### src/rtl/fma_wb_batch_if.sv
// Bus bundle for fma_wb_batch: Wishbone slave signals plus the operand/result
// handshake toward the external FMA core. Signal names keep the original
// port names so existing hookups map one-to-one.
interface fma_wb_batch_if #(
    parameter int unsigned WIDTH = 16
) ();
    logic             wbs_stb_i;
    logic             wbs_cyc_i;
    logic             wbs_we_i;
    logic [3:0]       wbs_sel_i;
    logic [31:0]      wbs_adr_i;
    logic [31:0]      wbs_dat_i;
    logic             wbs_ack_o;
    logic [31:0]      wbs_dat_o;

    logic             core_valid_o;
    logic             core_ready_i;
    logic [WIDTH-1:0] core_a_o;
    logic [WIDTH-1:0] core_b_o;
    logic [WIDTH-1:0] core_c_o;
    logic             core_res_valid_i;
    logic [WIDTH-1:0] core_res_i;
    logic [9:0]       core_flags_i;

    modport slave (
        input  wbs_stb_i, wbs_cyc_i, wbs_we_i, wbs_sel_i, wbs_adr_i, wbs_dat_i,
        output wbs_ack_o, wbs_dat_o,
        output core_valid_o, core_a_o, core_b_o, core_c_o,
        input  core_ready_i, core_res_valid_i, core_res_i, core_flags_i
    );

    modport master (
        output wbs_stb_i, wbs_cyc_i, wbs_we_i, wbs_sel_i, wbs_adr_i, wbs_dat_i,
        input  wbs_ack_o, wbs_dat_o,
        input  core_valid_o, core_a_o, core_b_o, core_c_o,
        output core_ready_i, core_res_valid_i, core_res_i, core_flags_i
    );
endinterface

### src/rtl/fma_wb_batch.sv
// Wishbone batch front-end for a pipelined bfloat16 FMA core.
// Operand triples are queued in a command FIFO and issued over valid/ready;
// results are collected in issue order into a result FIFO read over the bus.
// Optional macro FMA_WB_IRQ_EN enables the IRQ_EN register and irq_o.
module fma_wb_batch #(
    parameter int unsigned WIDTH     = 16,
    parameter int unsigned DEPTH     = 4,
    parameter logic [31:0] BASE_ADDR = 32'h3000_0000
) (
    input  logic          wb_clk_i,
    input  logic          wb_rst_ni,
    fma_wb_batch_if.slave bus,
    output logic          irq_o
);
    localparam int unsigned PW = (DEPTH > 1) ? $clog2(DEPTH) : 1;
    localparam int unsigned CW = PW + 1;
    localparam logic [CW-1:0] FULL = CW'(DEPTH);

    localparam logic [7:0] OFF_OPAB  = 8'h00;
    localparam logic [7:0] OFF_PUSH  = 8'h04;
    localparam logic [7:0] OFF_RES   = 8'h08;
    localparam logic [7:0] OFF_STAT  = 8'h0C;
    localparam logic [7:0] OFF_IRQEN = 8'h10;

    // Bus request capture
    logic        sel_w;
    logic        ack_q, req_wr_q, req_rd_q;
    logic [7:0]  req_off_q;
    logic [31:0] req_dat_q;

    // Decoded ack-cycle actions
    logic wr_opab, push_req, rd_res, wr_stat;
    logic cmd_push, ovf_set, res_pop, unf_set, issue, res_push;

    // Command FIFO
    logic [WIDTH-1:0] cmd_a_q [DEPTH];
    logic [WIDTH-1:0] cmd_b_q [DEPTH];
    logic [WIDTH-1:0] cmd_c_q [DEPTH];
    logic [PW-1:0]    cmd_wr_q, cmd_wr_d, cmd_rd_q, cmd_rd_d;
    logic [CW-1:0]    cmd_cnt_q, cmd_cnt_d;

    // Result FIFO
    logic [WIDTH-1:0] res_dat_q [DEPTH];
    logic [9:0]       res_flg_q [DEPTH];
    logic [PW-1:0]    res_wr_q, res_wr_d, res_rd_q, res_rd_d;
    logic [CW-1:0]    res_cnt_q, res_cnt_d;

    // Control/status state
    logic [CW-1:0]    out_q, out_d;
    logic             ovf_q, ovf_d, unf_q, unf_d;
    logic [WIDTH-1:0] opa_q, opa_d, opb_q, opb_d;
    logic [31:0]      rdata;

    assign sel_w = bus.wbs_stb_i & bus.wbs_cyc_i & ~ack_q &
                   (bus.wbs_adr_i[31:8] == BASE_ADDR[31:8]);

    // Register the access; side effects then happen during the ack cycle
    always_ff @(posedge wb_clk_i) begin
        if (!wb_rst_ni) begin
            ack_q     <= 1'b0;
            req_wr_q  <= 1'b0;
            req_rd_q  <= 1'b0;
            req_off_q <= '0;
            req_dat_q <= '0;
        end else begin
            ack_q <= sel_w;
            if (sel_w) begin
                req_wr_q  <= bus.wbs_we_i & (&bus.wbs_sel_i);
                req_rd_q  <= ~bus.wbs_we_i;
                req_off_q <= bus.wbs_adr_i[7:0];
                req_dat_q <= bus.wbs_dat_i;
            end
        end
    end

    // Issue handshake toward the core; result room is reserved at issue time
    always_comb begin
        bus.core_valid_o = (cmd_cnt_q != '0) &&
                           (({1'b0, res_cnt_q} + {1'b0, out_q}) < {1'b0, FULL});
        bus.core_a_o     = cmd_a_q[cmd_rd_q];
        bus.core_b_o     = cmd_b_q[cmd_rd_q];
        bus.core_c_o     = cmd_c_q[cmd_rd_q];
    end

    // Decode ack-cycle actions and FIFO events
    always_comb begin
        wr_opab  = ack_q & req_wr_q & (req_off_q == OFF_OPAB);
        push_req = ack_q & req_wr_q & (req_off_q == OFF_PUSH);
        rd_res   = ack_q & req_rd_q & (req_off_q == OFF_RES);
        wr_stat  = ack_q & req_wr_q & (req_off_q == OFF_STAT);
        cmd_push = push_req & (cmd_cnt_q != FULL);
        ovf_set  = push_req & (cmd_cnt_q == FULL);
        res_pop  = rd_res & (res_cnt_q != '0);
        unf_set  = rd_res & (res_cnt_q == '0);
        issue    = bus.core_valid_o & bus.core_ready_i;
        res_push = bus.core_res_valid_i & (out_q != '0);
    end

    // Next-state for pointers, counts, flags and the holding register
    always_comb begin
        cmd_wr_d  = cmd_wr_q + PW'(cmd_push);
        cmd_rd_d  = cmd_rd_q + PW'(issue);
        cmd_cnt_d = cmd_cnt_q + CW'(cmd_push) - CW'(issue);
        res_wr_d  = res_wr_q + PW'(res_push);
        res_rd_d  = res_rd_q + PW'(res_pop);
        res_cnt_d = res_cnt_q + CW'(res_push) - CW'(res_pop);
        out_d     = out_q + CW'(issue) - CW'(res_push);
        ovf_d     = (ovf_q | ovf_set) & ~(wr_stat & req_dat_q[24]);
        unf_d     = (unf_q | unf_set) & ~(wr_stat & req_dat_q[25]);
        opa_d     = opa_q;
        opb_d     = opb_q;
        if (wr_opab) begin
            opa_d = req_dat_q[WIDTH-1:0];
            opb_d = req_dat_q[16 +: WIDTH];
        end
    end

    // Control/status state registers
    always_ff @(posedge wb_clk_i) begin
        if (!wb_rst_ni) begin
            cmd_wr_q  <= '0;
            cmd_rd_q  <= '0;
            cmd_cnt_q <= '0;
            res_wr_q  <= '0;
            res_rd_q  <= '0;
            res_cnt_q <= '0;
            out_q     <= '0;
            ovf_q     <= 1'b0;
            unf_q     <= 1'b0;
            opa_q     <= '0;
            opb_q     <= '0;
        end else begin
            cmd_wr_q  <= cmd_wr_d;
            cmd_rd_q  <= cmd_rd_d;
            cmd_cnt_q <= cmd_cnt_d;
            res_wr_q  <= res_wr_d;
            res_rd_q  <= res_rd_d;
            res_cnt_q <= res_cnt_d;
            out_q     <= out_d;
            ovf_q     <= ovf_d;
            unf_q     <= unf_d;
            opa_q     <= opa_d;
            opb_q     <= opb_d;
        end
    end

    // FIFO storage writes; contents are don't-care while empty
    always_ff @(posedge wb_clk_i) begin
        if (cmd_push) begin
            cmd_a_q[cmd_wr_q] <= opa_q;
            cmd_b_q[cmd_wr_q] <= opb_q;
            cmd_c_q[cmd_wr_q] <= req_dat_q[WIDTH-1:0];
        end
        if (res_push) begin
            res_dat_q[res_wr_q] <= bus.core_res_i;
            res_flg_q[res_wr_q] <= bus.core_flags_i;
        end
    end

`ifdef FMA_WB_IRQ_EN
    logic wr_irqen, irq_en_q, irq_en_d, irq_q, irq_d;

    // Interrupt enable and registered level interrupt
    always_comb begin
        wr_irqen = ack_q & req_wr_q & (req_off_q == OFF_IRQEN);
        irq_en_d = wr_irqen ? req_dat_q[0] : irq_en_q;
        irq_d    = irq_en_q & (res_cnt_q != '0);
    end

    // Interrupt state registers
    always_ff @(posedge wb_clk_i) begin
        if (!wb_rst_ni) begin
            irq_en_q <= 1'b0;
            irq_q    <= 1'b0;
        end else begin
            irq_en_q <= irq_en_d;
            irq_q    <= irq_d;
        end
    end

    assign irq_o = irq_q;
`else
    assign irq_o = 1'b0;
`endif

    // Read mux; data is driven only in the ack cycle
    always_comb begin
        rdata = '0;
        if (ack_q && req_rd_q) begin
            case (req_off_q)
                OFF_OPAB: begin
                    rdata[WIDTH-1:0]  = opa_q;
                    rdata[16 +: WIDTH] = opb_q;
                end
                OFF_RES: begin
                    if (res_cnt_q != '0) begin
                        rdata[31:22]      = res_flg_q[res_rd_q];
                        rdata[WIDTH-1:0]  = res_dat_q[res_rd_q];
                    end
                end
                OFF_STAT: begin
                    rdata[CW-1:0]    = cmd_cnt_q;
                    rdata[8 +: CW]   = res_cnt_q;
                    rdata[16 +: CW]  = out_q;
                    rdata[24]        = ovf_q;
                    rdata[25]        = unf_q;
                    rdata[26]        = (cmd_cnt_q != '0) || (out_q != '0);
                end
`ifdef FMA_WB_IRQ_EN
                OFF_IRQEN: rdata[0] = irq_en_q;
`endif
                default: rdata = '0;
            endcase
        end
        bus.wbs_ack_o = ack_q;
        bus.wbs_dat_o = rdata;
    end
endmodule

### src/flat_wrapper.sv
// flat-port wrapper written by rule: the top's interface ports become plain ports
module fma_wb_batch_flat 
#(
    parameter int unsigned WIDTH     = 16,
    parameter int unsigned DEPTH     = 4,
    parameter logic [31:0] BASE_ADDR = 32'h3000_0000
)
  (wb_clk_i, wb_rst_ni, irq_o, bus_wbs_stb_i, bus_wbs_cyc_i, bus_wbs_we_i, bus_wbs_sel_i, bus_wbs_adr_i, bus_wbs_dat_i, bus_wbs_ack_o, bus_wbs_dat_o, bus_core_valid_o, bus_core_a_o, bus_core_b_o, bus_core_c_o, bus_core_ready_i, bus_core_res_valid_i, bus_core_res_i, bus_core_flags_i);
  fma_wb_batch_if #(.WIDTH(WIDTH)) bus_i ();
  input  logic wb_clk_i;
  input  logic wb_rst_ni;
  output logic irq_o;
  input wire logic [$bits(bus_i.wbs_stb_i)-1:0] bus_wbs_stb_i;
  input wire logic [$bits(bus_i.wbs_cyc_i)-1:0] bus_wbs_cyc_i;
  input wire logic [$bits(bus_i.wbs_we_i)-1:0] bus_wbs_we_i;
  input wire logic [$bits(bus_i.wbs_sel_i)-1:0] bus_wbs_sel_i;
  input wire logic [$bits(bus_i.wbs_adr_i)-1:0] bus_wbs_adr_i;
  input wire logic [$bits(bus_i.wbs_dat_i)-1:0] bus_wbs_dat_i;
  output wire logic [$bits(bus_i.wbs_ack_o)-1:0] bus_wbs_ack_o;
  output wire logic [$bits(bus_i.wbs_dat_o)-1:0] bus_wbs_dat_o;
  output wire logic [$bits(bus_i.core_valid_o)-1:0] bus_core_valid_o;
  output wire logic [$bits(bus_i.core_a_o)-1:0] bus_core_a_o;
  output wire logic [$bits(bus_i.core_b_o)-1:0] bus_core_b_o;
  output wire logic [$bits(bus_i.core_c_o)-1:0] bus_core_c_o;
  input wire logic [$bits(bus_i.core_ready_i)-1:0] bus_core_ready_i;
  input wire logic [$bits(bus_i.core_res_valid_i)-1:0] bus_core_res_valid_i;
  input wire logic [$bits(bus_i.core_res_i)-1:0] bus_core_res_i;
  input wire logic [$bits(bus_i.core_flags_i)-1:0] bus_core_flags_i;
  assign bus_i.wbs_stb_i = bus_wbs_stb_i;
  assign bus_i.wbs_cyc_i = bus_wbs_cyc_i;
  assign bus_i.wbs_we_i = bus_wbs_we_i;
  assign bus_i.wbs_sel_i = bus_wbs_sel_i;
  assign bus_i.wbs_adr_i = bus_wbs_adr_i;
  assign bus_i.wbs_dat_i = bus_wbs_dat_i;
  assign bus_wbs_ack_o = bus_i.wbs_ack_o;
  assign bus_wbs_dat_o = bus_i.wbs_dat_o;
  assign bus_core_valid_o = bus_i.core_valid_o;
  assign bus_core_a_o = bus_i.core_a_o;
  assign bus_core_b_o = bus_i.core_b_o;
  assign bus_core_c_o = bus_i.core_c_o;
  assign bus_i.core_ready_i = bus_core_ready_i;
  assign bus_i.core_res_valid_i = bus_core_res_valid_i;
  assign bus_i.core_res_i = bus_core_res_i;
  assign bus_i.core_flags_i = bus_core_flags_i;
  fma_wb_batch #(.WIDTH(WIDTH), .DEPTH(DEPTH), .BASE_ADDR(BASE_ADDR)) u_core (.wb_clk_i(wb_clk_i), .wb_rst_ni(wb_rst_ni), .bus(bus_i), .irq_o(irq_o));
endmodule
### config.mk
export PLATFORM = sky130hd
export DESIGN_NAME = fma_wb_batch_flat
export DESIGN_NICKNAME = d
export VERILOG_FILES = /design/src/rtl/fma_wb_batch_if.sv /design/src/rtl/fma_wb_batch.sv /design/src/flat_wrapper.sv
export SDC_FILE = /design/constraint.sdc
export NUM_CORES = 1
export LEC_CHECK = 0
export BUFFER_PORTS_ARGS = -buffer_cell sky130_fd_sc_hd__buf_2
export CAP_MARGIN = 10
export CORE_ASPECT_RATIO = 1.5
export CORE_MARGIN = 2
export CORE_UTILIZATION = 45
export CTS_BUF_LIST = sky130_fd_sc_hd__clkbuf_4 sky130_fd_sc_hd__clkbuf_8 sky130_fd_sc_hd__clkbuf_16
export DETAILED_ROUTE_END_ITERATION = 8
export GPL_ROUTABILITY_DRIVEN = 0
export GPL_TIMING_DRIVEN = 0
export REMOVE_ABC_BUFFERS = 1
export SLEW_MARGIN = 40
export SYNTH_ARGS = -nofsm -noshare
export SYNTH_HDL_FRONTEND = slang
export SYNTH_SLANG_ARGS = --single-unit
### constraint.sdc
create_clock -name wb_clk_i -period 5.85 [get_ports wb_clk_i]
set_input_delay 1.17 -clock wb_clk_i [delete_from_list [all_inputs] [get_ports wb_clk_i]]
set_output_delay 1.17 -clock wb_clk_i [all_outputs]
set_load 0.01 [all_outputs]
== Word level (Yosys, flattened, before mapping) ==
Memory sizes are Yosys's and may differ from the RTL's. A register that Yosys moved wholly into a read port is not among the register bits.
Cells that the tools add are included.
Storage, ports and cells
  bits in registers: 94
  bits in writable memories: 296
  output and inout bits: 83
  bits of input ports: 101
  memories kept: 5
Memories
  u_core.cmd_a_q: words 4, bits a word 16, rd ports 1, clocked after memory_dff 1, wr ports 1, line fma_wb_batch.sv:36  | logic [WIDTH-1:0] cmd_a_q [DEPTH];
  u_core.cmd_b_q: words 4, bits a word 16, rd ports 1, clocked after memory_dff 1, wr ports 1, line fma_wb_batch.sv:37  | logic [WIDTH-1:0] cmd_b_q [DEPTH];
  u_core.cmd_c_q: words 4, bits a word 16, rd ports 1, clocked after memory_dff 1, wr ports 1, line fma_wb_batch.sv:38  | logic [WIDTH-1:0] cmd_c_q [DEPTH];
  u_core.res_dat_q: words 4, bits a word 16, rd ports 1, clocked after memory_dff 1, wr ports 1, line fma_wb_batch.sv:43  | logic [WIDTH-1:0] res_dat_q [DEPTH];
  u_core.res_flg_q: words 4, bits a word 10, rd ports 1, clocked after memory_dff 1, wr ports 1, line fma_wb_batch.sv:44  | logic [9:0] res_flg_q [DEPTH];
Cells by class
  muxes and demuxes: 21
  order comparisons: 1
  $add $sub $neg: 11
  bitwise logic cells: 26
  reductions and logical operators: 9
  eq/ne operators: 6
Operators with widths (number)
  $mux 32: 1
  $pmux 5 s2: 3
  $pmux 3 s3: 3
  $eq 24x22->1 const B: 1
  $and 1x1->1: 20
  $eq 8x4->1 const B: 2
  $mux 16: 1
  $mux 10: 1
  $mux 2: 5
  $add 3x1->3: 3
  $reduce_bool 3->1: 3
  $sub 3x1->3: 3
  $add 2x1->2: 4
  $eq 8x3->1 const B: 1
  $logic_not 8->1: 1
  $pmux 3 s2: 1
  $add 3x3->4: 1
  $lt 4x3->1 const B: 1
  $mux 1: 4
  $not 1->1: 4
  $pmux 2 s2: 1
  $reduce_and 4->1: 1
  $eq 3x3->1 const B: 1
  $logic_not 3->1: 1
  other kinds (5): 7

== Longest topological paths before layout ==
Gate-level depths: netlist of the first run.
  word-level depth: 6
  mapped depth: 12
  gate-level depth less buffers: 11

== Worst setup path before layout of the first run ==
OpenSTA, ideal clock, no wires.
  path kind: register to register
  from: register u_core.req_off_q[0]
  to: memory u_core.cmd_a_q[0][0], enable pin
  arrival: 4.629 ns
  library setup time: 0.513 ns
  setup slack: 0.708 ns
  required time: 5.337 ns
  path buffers: 1
  stages on the path, launching flop included: 6
  period minus slack after synthesis: 5.142 ns
  cells stage by stage: dfxtp_1 > nor4_4 > nand4_1 > or3_1 > buf_2 > nor3_1
Between the ends
  cells in the longest elaborated chain, start to end: 5
RTL lines
  start, declared: line fma_wb_batch.sv:28  | logic [7:0] req_off_q;
  start signal, assigned: line fma_wb_batch.sv:70  | req_off_q <= bus.wbs_adr_i[7:0];
  $eq 8x3->1: line fma_wb_batch.sv:88  | push_req = ack_q & req_wr_q & (req_off_q == OFF_PUSH);
  $and 1x1->1: line fma_wb_batch.sv:88
  $and 1x1->1: line fma_wb_batch.sv:91  | cmd_push = push_req & (cmd_cnt_q != FULL);
  $mux 1: line fma_wb_batch.sv:149  | if (cmd_push) begin
  $mux 1 (implied by the code): line fma_wb_batch.sv:150  | cmd_a_q[cmd_wr_q] <= opa_q;
  end, declared: line fma_wb_batch.sv:36
No other way between the ends.

== Worst setup path in the final report of the first run ==
  from: register u_core.req_off_q[0]
  to: output bus_wbs_dat_o[23]
Between the ends
  cells in the longest elaborated chain, start to end: 3
  elaborated cells between the ends (all ways): 4
  those cells by class: 1 x eq/ne; 2 x mux; 1 x reduce/logical
RTL lines
  $eq 8x4->1 / $logic_not 8->1 (equally long branches): line fma_wb_batch.sv:190  | case (req_off_q)
  $pmux 2 s2 *: line fma_wb_batch.sv:190
  $mux 32 *: line fma_wb_batch.sv:189  | if (ack_q && req_rd_q) begin
  end, declared: line flat_wrapper.sv:20  | output wire logic [$bits(bus_i.wbs_dat_o)-1:0] bus_wbs_dat_o;
Mark *: on every way between the ends. The rest lies on a longest branch, timed or not.

==> results of run 1 <==
-- cell families after synthesis --
family,Yosys count
xor gates and xnor gates,10
DFF,390
and+or+nand+nor,230
muxes,115
other,1
adders and majority gates,15
AOI/OAI and AO/OA,76
buffers and inverters,62
-- cell usage in the layout (no fill, tap or decap), types with 3 or more instances in the layout --
master and n:
a21boi_1 31, ha_1 12, inv_1 10, nand2_1 160
buf_16 5, a22o_1 17, buf_2 192, clkbuf_16 37
buf_12 5, a22oi_1 12, clkinv_2 4, fa_1 3
nor2_1 5, nor4_1 4, buf_4 19, xor2_1 5
nor3_2 3, nand4_1 5, clkinv_1 5, dfxtp_1 90
mux4_2 74, nor3_1 3, clkbuf_4 14, buf_6 5
mux2i_1 41, and2_1 23, dfxtp_4 3, edfxtp_1 296
buf_8 5, xnor2_1 5, a2111oi_1 9
-- registers in the layout, summed over array words and instances (netlist names), 2 cells and up --
signal            cells
u_core.cmd_cnt_q      3
u_core.req_off_q      8
u_core.cmd_c_q       64
u_core.res_flg_q     40
u_core.res_cnt_q      3
u_core.out_q          3
u_core.cmd_a_q       64
u_core.cmd_wr_q       2
u_core.res_rd_q       2
u_core.res_wr_q       2
u_core.opa_q         16
u_core.cmd_rd_q       2
u_core.res_dat_q     64
u_core.req_dat_q     32
u_core.cmd_b_q       64
u_core.opb_q         16
-- through the flow --
stage               setup WS (ns)  std cells
floorplan                  0.7228        848
global placement           -2.579       1450
detailed placement          2.363       1499
CTS                         1.756       1566
global route                1.627       1566
finish                      1.807       1566
-- worst reg2reg max path, stage by stage, from the launching register on --
cell	delay, ns
dfxtp_1	0.34
nor4_4	0.46
nand4_1	0.28
or3_1	0.55
ha_1	0.35
inv_1	0.04
ha_1	0.18
fa_1	0.40
xnor2_1	0.14
xnor2_1	0.12
and2_1	0.14
-- metal layers --
layer  share of wire, %  GRT usage, %  routed length (um)  vias to the layer above
met5                  0             0                   0                        -
met4                2.7         6.508                 838                        0
met3                3.9         2.465                1212                       45
met2                 52         31.68               16280                      179
met1                 41         23.17               12840                     4084
li1                   -             -                   -                     3885
-- final cells by class --
class / instances / area, um2
fillers: 2763 / 15130
flip-flops and latches: 390 / 10780
multi-input cells: 447 / 4131
repair buffers: 231 / 1473
clock buffers: 52 / 1045
well taps: 420 / 525.5
clock inverters: 15 / 112.6
inverters: 11 / 41.29
-- worst min path at each step --
stage                            to  slack, ns  cells past startpoint
3_5_place_dp       u_core.opb_q[10]       0.44                      2
6_report            u_core.opb_q[1]       0.46                      2
5_1_grt        u_core.req_dat_q[31]       0.48                      2
2_1_floorplan       u_core.req_wr_q       0.43                      2
4_1_cts            u_core.opb_q[10]       0.46                      2
3_3_place_gp        u_core.req_wr_q       0.44                      2
-- where the power goes --
group          internal (mW)  leakage [nW]  switching, mW
logic                  0.414          2.29          0.376
registers               3.07          3.64         0.0789
clock network           1.30         0.581          0.995
total                   4.79          6.51           1.45
==> flow_summary_export.csv, run 1 <==
group,metric,value,unit
run_status,status,"finished clean",
global_route,grt_pass1_wl,49050,um
sta,drv_slew,0,
clock_network,cts-hold-fix-buffers,0,
global_route,antenna_found_initial,0,
clock_network,cts.sinks,390,
sta,rsz0062_at_grt,"false",
setup_path,cp_common_cell,"buf_2",
clock_network,cts_tree,"done",
synth,synth_xor_area_share,0.5789,%
sta,slew_headroom,51.75,%
global_route,grt_usage,18.13,%
setup_path,r2r_slack,2.75,ns
synth,ys_ff_latch,390,
synth,synth_area_leaders,"edfxtp_1 (59%), dfxtp_1 (12%), mux4_2 (11%)",
clock_network,post_cts_buffers,0,
floorplan,start_util,45.51,%
sta,setup_tns,0,ns
setup_path,cp_top_family,"simple AND/OR/NAND/NOR gates",
floorplan,dieArea,35130,um2
setup_path,cp-startpoint,"u_core.req_off_q[0]",
sta,hold_violations,0,
place,place_area,16950,um2
clock_network,ctsHtreeMaxLevel,2,
synth,synth_top_family_by_area,"multiplexers",
global_route,grt_pass1_vias,8517,
pwr,peakVddDrop,0.2880,mV
clock_network,cts_inserted_buffers,37,
pwr,powerDensity,344.4,nW/um2
synth,synth_compound_area_share,4.061,%
min_path,hold_class,"flip-flop to flip-flop",
setup_path,cp_cell_sequence,"nor4_4 -> nand4_2 -> nor3_2 -> buf_4 -> buf_2 -> buf_2 -> a22o_1 -> buf_2",
place,numPortBuffers,182,
routing,drc,0,
global_route,gr-total-overflow,0,
floorplan,die_w,153.7,um
routing,wl,31180,um
setup_path,cp-end-kind,"output pin",
sta,fmax,0.2473,GHz
setup_path,cp_slowest_stage_delay,0.46,ns
floorplan,die_h,228.6,um
clock_network,cts_root_buf,"clkbuf_16",
setup_path,crit_arrival,2.87,ns
synth,synth_async_sr_flop_share,0,%
setup_path,r2r_cells,10,
synth,synthFlopType,"edfxtp_1",
setup_path,path_depth,8,
floorplan,num_rows,82,
synth,syn_area,15130,um2
floorplan,pin_count,184,
synth,synthMuxAreaShare,13.73,%
cells_and_area,antennaDiodeCount,0,
synth,synth-adder-area-share,1.389,%
sta,max_slew.worst_pin.slew,0.7237,ns
setup_path,crit_end,"bus_wbs_dat_o[23]",
clock_network,path_clk_slew,0.06,ns
routing,drt_iter0_drc,404,
synth,yosysWarnings,0,
setup_path,crit_path_top_delay_cell,"nor4_4",
job,timing.max_cap.violations,0,
cells_and_area,syn2layout_area_growth,19.72,%
synth,synth_area_per_cell,16.83,um2
min_path,worst_hold_startpoint,"u_core.req_dat_q[17]",
setup_path,worstPathRequired,4.68,ns
sta,min_period_over_period,69.12,%
synth,yosysSeqAreaShare,71.19,%
cells_and_area,num-nets-final,1234,
cells_and_area,drive_gt1_share,33.77,%
cells_and_area,final_area,18110,um2
synth,synth_edf_count,296,
sta,worst_hold_slack,0.4566,ns
synth,yosysMostFrequentCell,"edfxtp_1",
setup_path,worst-path-buf-inv,4,
place,hpwlAfterDp,21520,um
floorplan,core_area,33240,um2
pwr,total_power,6.238,mW
synth,synth_cell_types,46,
synth,syn_inst,899,
pwr,total_leakage_power,6.508,nW
routing,avgRoutedWirePerCell,19.91,um
cells_and_area,fin_util,54.48,%
setup_path,worstSetupStartpointType,"flip-flop",
routing,via_per_inst,5.232,
synth,synthSimpleGateAreaFrac,7.138,%
setup_path,critPathMaxFanout,9,
synth,synth_top_cell_area_share,58.75,%
synth,yosys-top-cells-count,"edfxtp_1 (296), nand2_1 (160), dfxtp_1 (94), mux4_2 (74), mux2i_1 (41)",
routing,drtAntennaViolNets,0,
routing,vias,8193,
clock_network,clk_latency,0.53,ns
sta,period_minus_slack,4.043,ns
sta,setup_viol,0,
sta,fin_worst_skew,0.01850,ns
setup_path,r2r-end,"u_core.cmd_cnt_q[2]",
setup_path,crit_type,"flip-flop to output pin",
global_route,grt_max_degree,82,
routing,firstDrtPassIters,5,
setup_path,reg2reg_from,"u_core.req_off_q[0]",
synth,yosysTopAreaCell,"edfxtp_1",
clock_network,cts_buffer_depth,3,
clock_network,ctsResizeCount,0,
Power figures use the tool's default switching activity.
==> inputs of run 2 (changes only) <==
--- a/config.mk
+++ b/config.mk
@@ -14,6 +14,7 @@
 export DETAILED_ROUTE_END_ITERATION = 8
 export GPL_ROUTABILITY_DRIVEN = 0
 export GPL_TIMING_DRIVEN = 0
+export PLACE_DENSITY = 0.67
 export REMOVE_ABC_BUFFERS = 1
 export SLEW_MARGIN = 40
 export SYNTH_ARGS = -nofsm -noshare
==> constraint.sdc (replaced) <==
create_clock -name wb_clk_i -period 3.5 [get_ports wb_clk_i]
set_input_delay 0.7 -clock wb_clk_i [delete_from_list [all_inputs] [get_ports wb_clk_i]]
set_output_delay 0.7 -clock wb_clk_i [all_outputs]
set_load 0.01 [all_outputs]
==> run 2 against run 1 <==
Net effect: count of clock-buffer cells in the layout fell by 3; register-to-register slack got worse by 2.5 ns; final area rose by 0.66%; worst hold slack got worse by 0.069 ns; setup slack got worse by 1.8 ns; sequential power rose by 67%; sequential share of layout area fell by 0.39 points; core utilization rose by 0.36 points; total power rose by 72%; routed wire length rose by 1.6%; critical endpoint is now bus_wbs_dat_o[25]; combinational power rose by 68%; non-clock buffer count fell by 1.
==> flow_summary_export.csv, run 2 (same netlist as run 1, synthesis figures left out) <==
group,metric,value,unit
job,timing.max_cap.violations,0,
clock_network,cts_buffer_depth,3,
floorplan,pin_count,184,
routing,drtAntennaViolNets,0,
sta,fin_ws,0.04595,ns
sta,slew_headroom,49.08,%
setup_path,r2r_slack,0.24,ns
routing,avgRoutedWirePerCell,20.26,um
place,hpwlAfterDp,21830,um
cells_and_area,fin_util,54.84,%
sta,min_period_over_period,98.69,%
setup_path,critPathMaxFanout,9,
setup_path,crit_end,"bus_wbs_dat_o[25]",
global_route,grt_pass1_wl,49110,um
clock_network,cts_tree,"done",
place,numPortBuffers,182,
routing,drt_iter0_drc,399,
sta,setup_viol,0,
setup_path,cp_cell_sequence,"nor4_4 -> buf_4 -> and4bb_1 -> nand2_1 -> a2111oi_1 -> buf_2",
setup_path,path_depth,6,
pwr,total_power,10.75,mW
sta,rsz0062_at_grt,"false",
clock_network,cts_inserted_buffers,36,
routing,vias,8286,
pwr,powerDensity,589.8,nW/um2
setup_path,cp_top_family,"simple AND/OR/NAND/NOR gates",
floorplan,dieArea,35130,um2
setup_path,cp-startpoint,"u_core.req_off_q[5]",
sta,worst_hold_slack,0.3871,ns
pwr,peakVddDrop,0.3058,mV
routing,via_per_inst,5.298,
global_route,grt_max_degree,76,
global_route,grt_usage,18.10,%
place,place_ws,0.2681,ns
cells_and_area,syn2layout_area_growth,20.50,%
setup_path,crit_arrival,2.75,ns
floorplan,core_area,33240,um2
setup_path,cp_slowest_stage_delay,0.64,ns
run_status,status,"finished clean",
routing,firstDrtPassIters,4,
setup_path,worst-path-buf-inv,2,
sta,hold_violations,0,
cells_and_area,antennaDiodeCount,0,
cells_and_area,final_cell_mix,"edfxtp_1 (296), buf_2 (189), nand2_1 (160), dfxtp_1 (90), mux4_2 (74)",
clock_network,path_clk_slew,0.06,ns
setup_path,cp-end-kind,"output pin",
clock_network,cts_root_buf,"clkbuf_16",
setup_path,crit_type,"flip-flop to output pin",
clock_network,clk_latency,0.53,ns
floorplan,die_w,153.7,um
sta,fin_worst_skew,0.02318,ns
setup_path,reg2reg_from,"u_core.req_off_q[5]",
routing,drc,0,
sta,max_slew.worst_pin.slew,0.7638,ns
setup_path,worstPathRequired,2.80,ns
sta,drv_slew,0,
cells_and_area,drive_gt1_share,33.83,%
cells_and_area,fin_cells,1564,
pwr,total_leakage_power,6.538,nW
clock_network,cts.sinks,390,
setup_path,crit_path_top_delay_cell,"a2111oi_1",
global_route,grt_pass1_vias,8611,
sta,period_minus_slack,3.454,ns
clock_network,ctsHtreeMaxLevel,2,
sta,fmax,0.2895,GHz
floorplan,num_rows,82,
setup_path,r2r-end,"u_core.cmd_cnt_q[2]",
setup_path,r2r_cells,12,
floorplan,die_h,228.6,um
cells_and_area,num-nets-final,1232,
global_route,gr-total-overflow,0,
place,post-place-cells,1496,
routing,wl,31680,um
floorplan,start_util,45.51,%
cells_and_area,final_common_cell,"edfxtp_1",
setup_path,worstSetupStartpointType,"flip-flop",
global_route,antenna_found_initial,0,
min_path,hold_class,"input pin to flip-flop",
## run 2: worst min path at each step
stage / slack [ns] / cells after the start / to / start
after floorplan: 0.43 / 2 / u_core.req_wr_q / u_core.req_wr_q
after global placement: 0.44 / 2 / u_core.opb_q[6] / u_core.req_dat_q[22]
after detailed placement: 0.45 / 2 / u_core.req_wr_q / u_core.req_wr_q
after CTS: 0.35 / 1 / u_core.res_dat_q[3][4] / bus_core_res_i[4]
after global routing: 0.37 / 1 / u_core.res_dat_q[3][4] / bus_core_res_i[4]
final: 0.39 / 1 / u_core.res_flg_q[0][5] / bus_core_flags_i[5]
## run 2: per-layer routing
metal  track usage [%]  share of wire (%)  vias up
li1                  -                  -     3887
met1             22.25                 41     4188
met2             32.15                 52      156
met3             3.072                4.2       55
met4             6.365                2.8        0
met5                 0                  0        -
## run 2: repair_timing
action,in CTS,in global routing
setup buffers,2,0
hold buffers,0,0
setup endpoints to repair,10,8
pin swaps,1,0
resized for setup,2,4
## run 2: per-stage QoR
step	instance area (um2)	setup TNS, ns
2_1_floorplan	14880	-119.78
3_3_place_gp	16320	-706.14
3_5_place_dp	16910	0
4_1_cts	18210	0
5_1_grt	18230	0
6_report	18230	0
## run 2: power by group
part	internal, mW	switching [mW]	total (mW)	leakage [nW]
Sequential	5.13	0.140	5.27	3.64
Clock	2.50	1.65	4.15	0.631
Combinational	0.684	0.641	1.33	2.27
Total	8.32	2.43	10.8	6.54
## run 2: cell type report
| cell class | count | area (um2) |
|---|---|---|
| fill | 2679 | 15010 |
| clock buffer | 49 | 1059 |
| timing repair buffer | 230 | 1448 |
| sequential | 390 | 10780 |
| tap | 420 | 525.5 |
| clock inverter | 17 | 220.2 |
| inverter | 11 | 41.29 |
| multi-input combinational | 447 | 4154 |
==> inputs of run 3 (changes only) <==
--- a/config.mk
+++ b/config.mk
@@ -7,7 +7,6 @@
 export LEC_CHECK = 0
 export BUFFER_PORTS_ARGS = -buffer_cell sky130_fd_sc_hd__buf_2
 export CAP_MARGIN = 10
-export CORE_ASPECT_RATIO = 1.5
 export CORE_MARGIN = 2
 export CORE_UTILIZATION = 45
 export CTS_BUF_LIST = sky130_fd_sc_hd__clkbuf_4 sky130_fd_sc_hd__clkbuf_8 sky130_fd_sc_hd__clkbuf_16
==> run 3 against run 2 <==
Net effect: sequential power about the same; largest power group unchanged; clock power up 12%; largest cell class unchanged; critical path depth down 1; core utilization increased by 0.62 points.
==> flow_summary_export.csv, run 3 (same netlist as run 1, synthesis figures left out) <==
group,metric,value,unit
run_status,status,"finished clean",
clock_network,path_clk_slew,0.06,ns
place,place_ws,0.09072,ns
cells_and_area,drive_gt1_share,34.35,%
floorplan,core_area,33280,um2
floorplan,die_h,187.4,um
global_route,grt_pass1_vias,8546,
floorplan,pin_count,184,
min_path,hold_class,"input pin to flip-flop",
setup_path,cp-end-kind,"output pin",
routing,drt_iter0_drc,514,
sta,fmax,0.2956,GHz
sta,rsz0062_at_grt,"false",
sta,min_period_over_period,96.65,%
setup_path,r2r_cells,10,
clock_network,cts.sinks,390,
setup_path,r2r-end,"u_core.cmd_b_q[0][5]",
pwr,total_leakage_power,6.643,nW
pwr,peakVddDrop,0.4332,mV
pwr,total_power,11.24,mW
global_route,grt_pass1_wl,49130,um
clock_network,cts_inserted_buffers,41,
setup_path,worstSetupStartpointType,"flip-flop",
sta,fin_ws,0.1173,ns
floorplan,dieArea,35100,um2
cells_and_area,fill_cells,2653,
min_path,holdPathEnd,"u_core.res_dat_q[0][8]",
setup_path,reg2reg_from,"u_core.req_off_q[5]",
cells_and_area,fin_cells,1602,
place,post-place-cells,1522,
cells_and_area,syn2layout_area_growth,22.02,%
routing,avgRoutedWirePerCell,19.72,um
global_route,grt_usage,18.18,%
place,numPortBuffers,182,
setup_path,critPathMaxFanout,11,
cells_and_area,num-nets-final,1236,
setup_path,crit_type,"flip-flop to output pin",
global_route,gr-total-overflow,0,
sta,setup_viol,0,
routing,firstDrtPassIters,5,
min_path,hold_depth,1,
sta,hold_violations,0,
setup_path,worstPathRequired,2.80,ns
cells_and_area,final_common_cell,"edfxtp_1",
routing,drtAntennaViolNets,0,
sta,slew_headroom,52.42,%
floorplan,die_w,187.4,um
routing,drc,0,
clock_network,clk_latency,0.53,ns
cells_and_area,final_cell_mix,"edfxtp_1 (296), buf_2 (192), nand2_1 (160), dfxtp_1 (90), mux4_2 (74)",
sta,drv_slew,0,
sta,fin_worst_skew,0.01743,ns
clock_network,cts_root_buf,"clkbuf_16",
clock_network,cts_tree,"done",
routing,vias,8364,
routing,wl,31590,um
min_path,worst_hold_startpoint,"bus_core_res_i[8]",
clock_network,cts_buffer_depth,3,
global_route,grt_max_degree,97,
clock_network,ctsHtreeMaxLevel,2,
sta,max_slew.worst_pin.slew,0.7136,ns
pwr,powerDensity,609.0,nW/um2
floorplan,num_rows,67,
job,timing.max_cap.violations,0,
setup_path,r2r_slack,0.37,ns
place,hpwlAfterDp,21360,um
sta,period_minus_slack,3.383,ns
floorplan,start_util,45.46,%
sta,worst_hold_slack,0.3946,ns
setup_path,crit_arrival,2.68,ns
routing,via_per_inst,5.221,
global_route,antenna_found_initial,1,
-- run 3: changes by cell type in the layout (fill, tap and decap cells not counted), sizes merged --
cell,previous run,this run
clkbuf,51,60
clkinv,10,8
buf,228,229
bufinv,5,6
clkinvlp,2,1
diode,0,1
inv,11,12
-- run 3: worst max-delay path: stages (launching register included) --
cell and delay, ns:
dfxtp_1 0.56, nand2b_1 0.17, and4bb_1 0.47, nand2_1 0.10, a2111oi_1 0.60, buf_2 0.25
-- run 3: where the power goes --
part	switching (mW)	internal [mW]	leakage, nW
Combinational	0.635	0.681	2.26
Sequential	0.138	5.14	3.64
Clock	1.72	2.93	0.743
-- run 3: per-layer routing --
metal  part of all wire, %  vias up  track usage [%]
li1                      -     3903                -
met5                     0        -                0
met3                   4.7       69            2.927
met1                    44     4188            24.59
met4                   3.3        0            6.441
met2                    48      204            30.05
-- run 3: repair_timing --
| action | 4_1_cts | 5_1_grt |
|---|---|---|
| hold buffers | 0 | 0 |
| endpoints found under the setup margin | 17 | 5 |
| hold endpoints to repair | 0 | 0 |
| gates resized for setup | 3 | 0 |
| pin swaps | 1 | 1 |
| buffers inserted | 1 | 2 |
-- run 3: worst max-delay path by stage --
stage | from | end | slack [ns] | cells after the start
floorplan | u_core.req_off_q[0] | u_core.cmd_a_q[0][0] | -1.63 | 4
global placement | u_core.req_off_q[0] | u_core.cmd_b_q[0][5] | -4.63 | 4
detailed placement | u_core.req_off_q[0] | u_core.res_cnt_q[2] | 0.09 | 11
CTS | u_core.req_off_q[0] | bus_wbs_dat_o[23] | 0.07 | 7
global route | u_core.req_off_q[6] | bus_wbs_dat_o[23] | 0.03 | 7
finish | u_core.req_off_q[3] | bus_wbs_dat_o[9] | 0.12 | 5
-- run 3: final cells by class --
cell class / instances / area, um2 / share of cell area (%)
antenna: 1 / 2.502 / 0.01356
clock buffer: 60 / 1254 / 6.792
clock inverter: 16 / 236.5 / 1.281
inverter: 11 / 41.29 / 0.2237
multi-input combinational: 447 / 4146 / 22.46
sequential: 390 / 10780 / 58.41
tap: 448 / 560.5 / 3.037
timing repair buffer: 229 / 1435 / 7.775
-- run 3: through the flow --
step	utilization [%]	cell area (um2)	TNS, ns
final	55.46	18460	0
after global routing	55.46	18460	0
after CTS	55.41	18440	0
after detailed placement	50.82	16910	0
after global placement	49.14	16360	-684.00
after floorplan	-	14880	-119.78
